## config.mk

```make
export PLATFORM = sky130hd
export DESIGN_NAME = bht_predictor
export DESIGN_NICKNAME = d
export VERILOG_FILES = /design/src/rtl/bht_predictor.sv
export SDC_FILE = /design/constraint.sdc
export NUM_CORES = 1
export LEC_CHECK = 0
export ABC_AREA = 1
export ABC_CLOCK_PERIOD_IN_PS = 2700
export BUFFER_PORTS_ARGS = -buffer_cell sky130_fd_sc_hd__buf_2
export CAP_MARGIN = 20
export CORE_MARGIN = 1
export CORE_UTILIZATION = 45
export CTS_CLUSTER_SIZE = 28
export DETAILED_ROUTE_END_ITERATION = 10
export GPL_ROUTABILITY_DRIVEN = 1
export HOLD_SLACK_MARGIN = 0.15
export MAX_ROUTING_LAYER = met4
export PLACE_DENSITY_LB_ADDON = 0.2
export SYNTH_ARGS = -nofsm -noshare
export SYNTH_HDL_FRONTEND = slang
export SYNTH_SLANG_ARGS = --single-unit
export TNS_END_PERCENT = 20
```

## constraint.sdc

```tcl
create_clock -name clk_i -period 2.7 [get_ports clk_i]
set_input_delay 0.135 -clock clk_i [delete_from_list [all_inputs] [get_ports clk_i]]
set_output_delay 0.135 -clock clk_i [all_outputs]
set_load 0.05 [all_outputs]
```

## src/rtl/bht_predictor.sv

```systemverilog
// Branch history table: per-entry saturating counters indexed by PC (optionally
// hashed with a resolution-time global history), plus resolved-branch statistics.
module bht_predictor #(
  parameter int unsigned INDEX_W = 6,
  parameter int unsigned CTR_W   = 2,
  parameter int unsigned HIST_W  = 0,
  parameter int unsigned STAT_W  = 32
) (
  input  logic               clk_i,
  input  logic               reset_i,
  input  logic               pred_valid_i,
  input  logic [31:0]        pred_pc_i,
  input  logic [31:0]        pred_offset_i,
  output logic               pred_taken_o,
  output logic [31:0]        pred_target_o,
  output logic [INDEX_W-1:0] pred_idx_o,
  input  logic               upd_valid_i,
  input  logic [INDEX_W-1:0] upd_idx_i,
  input  logic               upd_taken_i,
  input  logic               upd_mispredict_i,
  output logic [STAT_W-1:0]  stat_branches_o,
  output logic [STAT_W-1:0]  stat_mispredicts_o
);

  localparam int unsigned DEPTH = 1 << INDEX_W;
  // History register keeps one dummy bit in bimodal mode so it always has a legal width.
  localparam int unsigned GHR_W = (HIST_W > 0) ? HIST_W : 1;
  localparam logic [CTR_W-1:0] CTR_INIT = CTR_W'((1 << (CTR_W - 1)) - 1);

  logic [CTR_W-1:0]   ctr [DEPTH];
  logic [GHR_W-1:0]   ghr;
  logic [INDEX_W-1:0] hist_ext;
  logic [INDEX_W-1:0] idx;
  logic               unused_pc_bits;

  assign unused_pc_bits = ^{pred_pc_i[1:0], pred_pc_i[31:INDEX_W+2]};

  always_comb begin
    hist_ext = '0;
    if (HIST_W > 0) hist_ext[GHR_W-1:0] = ghr;
  end

  assign idx           = pred_pc_i[INDEX_W+1:2] ^ hist_ext;
  assign pred_idx_o    = idx;
  assign pred_taken_o  = pred_valid_i & ctr[idx][CTR_W-1];
  assign pred_target_o = pred_pc_i + pred_offset_i;

  always_ff @(posedge clk_i) begin
    if (reset_i) begin
      for (int unsigned i = 0; i < DEPTH; i++) ctr[i[INDEX_W-1:0]] <= CTR_INIT;
      ghr                <= '0;
      stat_branches_o    <= '0;
      stat_mispredicts_o <= '0;
    end else if (upd_valid_i) begin
      if (upd_taken_i) begin
        if (ctr[upd_idx_i] != '1) ctr[upd_idx_i] <= ctr[upd_idx_i] + CTR_W'(1);
      end else begin
        if (ctr[upd_idx_i] != '0) ctr[upd_idx_i] <= ctr[upd_idx_i] - CTR_W'(1);
      end
      // Oldest outcome falls off the top when the concatenation is truncated.
      if (HIST_W > 0) ghr <= GHR_W'({ghr, upd_taken_i});
      if (stat_branches_o != '1) stat_branches_o <= stat_branches_o + STAT_W'(1);
      if (upd_mispredict_i && (stat_mispredicts_o != '1))
        stat_mispredicts_o <= stat_mispredicts_o + STAT_W'(1);
    end
  end

endmodule

```

==> impl_metrics.yaml <==
setup_path:
  reg2reg_depth: 16
  reg2reg_slack_ps: 400
  criticalPathCategory: "input pin to output pin"
  crit_start: "pred_offset_i[0]"
  timing.rr.start: "ctr[53][0]"
  critical_path.top_delay_family: "simple AND/OR/NAND/NOR gates"
  cp.arrival_ps: 2350
  crit_required_ps: 2570
  crit_fanout: 4
  crit_buf_inv: 3
  path_common_cell: "nand2_1"
  crit_path_top_delay_cell: "fa_1"
  rr_endpoint: "ctr[33][1]"
  endpoint_kind: "output pin"
  cp_slowest_stage_delay_ps: 410
  cp_cell_sequence: "buf_2, ha_1, inv_1, fa_1, o21ai_1, nand2_1, nand2_1, nand3_1, nand2_1, nand2_1, nand2_1, nand4_1, nand2_1, xor2_1, buf_2"
  start_kind: "input pin"
timing:
  worstMarginPinSlew_ps: 884.5
  fmax_ghz: 0.4023
  finalClockSkew_ps: 19.88
  rsz0062_at_grt: "no"
  slew_headroom_pct: 41.04
  drv_slew: 0
  fin_crit_ps: 2486
  finalCritPeriodShare_pct: 92.07
  tns_ps: 0
  hold_violations: 0
  setup_viol: 0
floorplanning:
  num_io_pins: 179
  fp-row-count: 61
  die_w_um: 170.4
  dieArea_sq_um: 29040
  core_area_sq_um: 27860
  die_y_um: 170.4
  initial_utilization_pct: 45.82
place:
  io_buffer_count: 178
  dp.cells: 2357
  dp_hpwl_um: 25630
  gp_congestion: 0.9487
synth:
  synth_area_leader_cell: "edfxtp_1"
  synth_area_leaders: "edfxtp_1 (30%), nand2_1 (19%), dfxtp_1 (10%)"
  yosysMostFrequentCell: "nand2_1"
  synthFlopType: "edfxtp_1"
  ys_ff_latch: 192
  avgSynthCellArea_sq_um: 6.911
  seq_area_frac_synth_pct: 40.15
  synth-edff-count: 128
  synth_cells: 1847
  async_flop_share_pct: 0
  yosysWarnings: 0
  syn_area_sq_um: 12760
  netlist.area_leader.share_pct: 30.11
  synthDistinctLibCells: 41
  synth_nets: 1957
  synthTopCellsByCount: "nand2_1 (656), nor2_1 (261), inv_1 (139)"
clocking:
  cts_buffers: 17
  ctsResizeCount: 0
  htree_levels: 4
  clkSinkCount: 192
  clockBufferDepth: 2
  cts-root-buf: "clkbuf_16"
  holdBufCountCts: 0
  cts_tree: "built"
  clk_latency_ps: 450
  post_cts_buffers: 0
  clkSlewWorstSetupHoldPaths_ps: 80
finish:
  area_growth_pct: 14.60
  instances_no_fill: 2389
  multi_input_area_sq_um: 6619
  fillers: 2730
  antenna_cells: 0
  nets: 2108
  drive_gt1_share_pct: 13.28
  regArea_sq_um: 5125
pwr:
  cellPowerDensity_nw_per_um2: 516.4
  pwr-share-clk_pct: 33.6
  combPwrFrac_pct: 24.1
  irDropWorstVdd_uv: 316.5
  swShare_pct: 35.14
  seqPwrFrac_pct: 42.3
  leakagePower_nw: 6.203
  power.switching_mw: 2.655
  internal_power_mw: 4.899
global_routing:
  gr-total-overflow: 0
  grt_pass1_wl_um: 57210
  grt_antenna_before_repair: 0
  grt_max_degree: 72
  grt_usage_pct: 25.82
  grt_pass1_vias: 11601
routing:
  via_per_inst: 5.376
  wl_per_cell_um: 15.38
  vias: 12844
  dr.pass1.iters: 7
  wl_um: 36740
  drt_iter0_markers: 906
  drc: 0
  postRouteAntennaNets: 0
worst_hold_path:
  hold-path-endpoint: "stat_branches_o[25]"
  hp-start: "reset_i"
  hold_class: "input pin to register"
  hold_path_depth: 3
outcome:
  outcome: "finished clean"
run:
  maxCapViolCount: 0
==> stage by stage <==
stage | hold slack (ps) | power [mW] | utilization, % | worst slack, ps | instance area (sq um)
6_report | 202.7 | 7.554 | 52.51 | 214.1 | 14630
5_1_grt | 213.2 | 7.827 | 52.51 | 50.54 | 14630
4_1_cts | 191.3 | 7.564 | 52.49 | 143.4 | 14620
3_5_place_dp | 482.2 | 5.061 | 50.37 | 149.6 | 14030
3_3_place_gp | 469.6 | 5.048 | 50.37 | 187.3 | 14030
2_1_floorplan | 437.1 | 4.559 | - | 166.3 | 12760
==> state kept, by name, indices dropped and copies added (netlist names) <==
signal / count
stat_branches_o: 32
ctr: 128
stat_mispredicts_o: 32
==> cell usage in the layout, fill, tap and decap left out, types with 6 or more instances in the layout <==
| cell type | n |
|---|---|
| xor2_1 | 27 |
| nor3_1 | 53 |
| edfxtp_1 | 128 |
| o221ai_1 | 15 |
| nand2_1 | 654 |
| dfxtp_1 | 64 |
| inv_1 | 139 |
| nand2_2 | 11 |
| buf_2 | 178 |
| nand4_1 | 28 |
| buf_12 | 7 |
| and3_1 | 6 |
| nor2_1 | 261 |
| ha_1 | 33 |
| nand3_1 | 104 |
| clkbuf_16 | 17 |
| a31oi_1 | 7 |
| o21a_1 | 10 |
| nor4_1 | 10 |
| xnor2_1 | 11 |
| buf_4 | 32 |
| a21oi_1 | 87 |
| o21ai_0 | 84 |
==> final cells by class <==
class	count	share of cell area (%)
clock inverter	14	1.121
tap	378	3.233
timing repair buffer	217	8.690
multi-input combinational	1425	45.25
inverter	145	3.738
sequential	192	35.04
clock buffer	18	2.934
==> power by group through the flow <==
stage          logic [mW]  registers [mW]  clock network [mW]
3_3_place_gp         1.79            3.26                   0
4_1_cts              1.80            3.19                2.57
3_5_place_dp         1.80            3.26                   0
2_1_floorplan        1.29            3.27                   0
6_report             1.82            3.19                2.54
5_1_grt              1.96            3.20                2.67
==> worst register-to-register path: stages, from the launching register on <==
cell and delay, ps:
edfxtp_1 380, nand2_1 70, nand2_1 50, nand2_1 60
nand2_1 50, nand2_1 50, nand2_1 50, nand2_1 70
nand2_1 100, nor2_1 140, nand2_2 170, nand2_1 130
nand2_1 100, nand2_4 130, buf_12 210, nand2_1 110
nand2_1 130
==> metal layers <==
| metal | up-vias | GRT usage (%) | wire length, um |
|---|---|---|---|
| met5 | - | - | 0 |
| met4 | 0 | 9.362 | 833 |
| met3 | 57 | 3.744 | 2384 |
| met2 | 480 | 42.91 | 17170 |
| met1 | 5956 | 31.87 | 16360 |
| li1 | 6351 | - | - |
==> cells by family (layout without fill, tap and decap cells) <==
logic type | after synthesis | after routing | share of synthesized area (%)
flops | 192 | 192 | 40.15
compound gates | 218 | 218 | 9.547
buf+inv | 230 | 394 | 8.106
xor+xnor | 38 | 38 | 2.607
simple gates | 1135 | 1135 | 36.20
fa+ha+maj | 34 | 34 | 3.392
==> worst max-delay path by stage <==
stage	depth (start not counted)	endpoint
floorplan	12	pred_target_o[22]
global placement	15	pred_target_o[30]
detailed placement	15	pred_target_o[30]
CTS	15	pred_target_o[30]
global route	15	pred_target_o[30]
finish	15	pred_target_o[30]
Power figures use the tool's default switching activity.
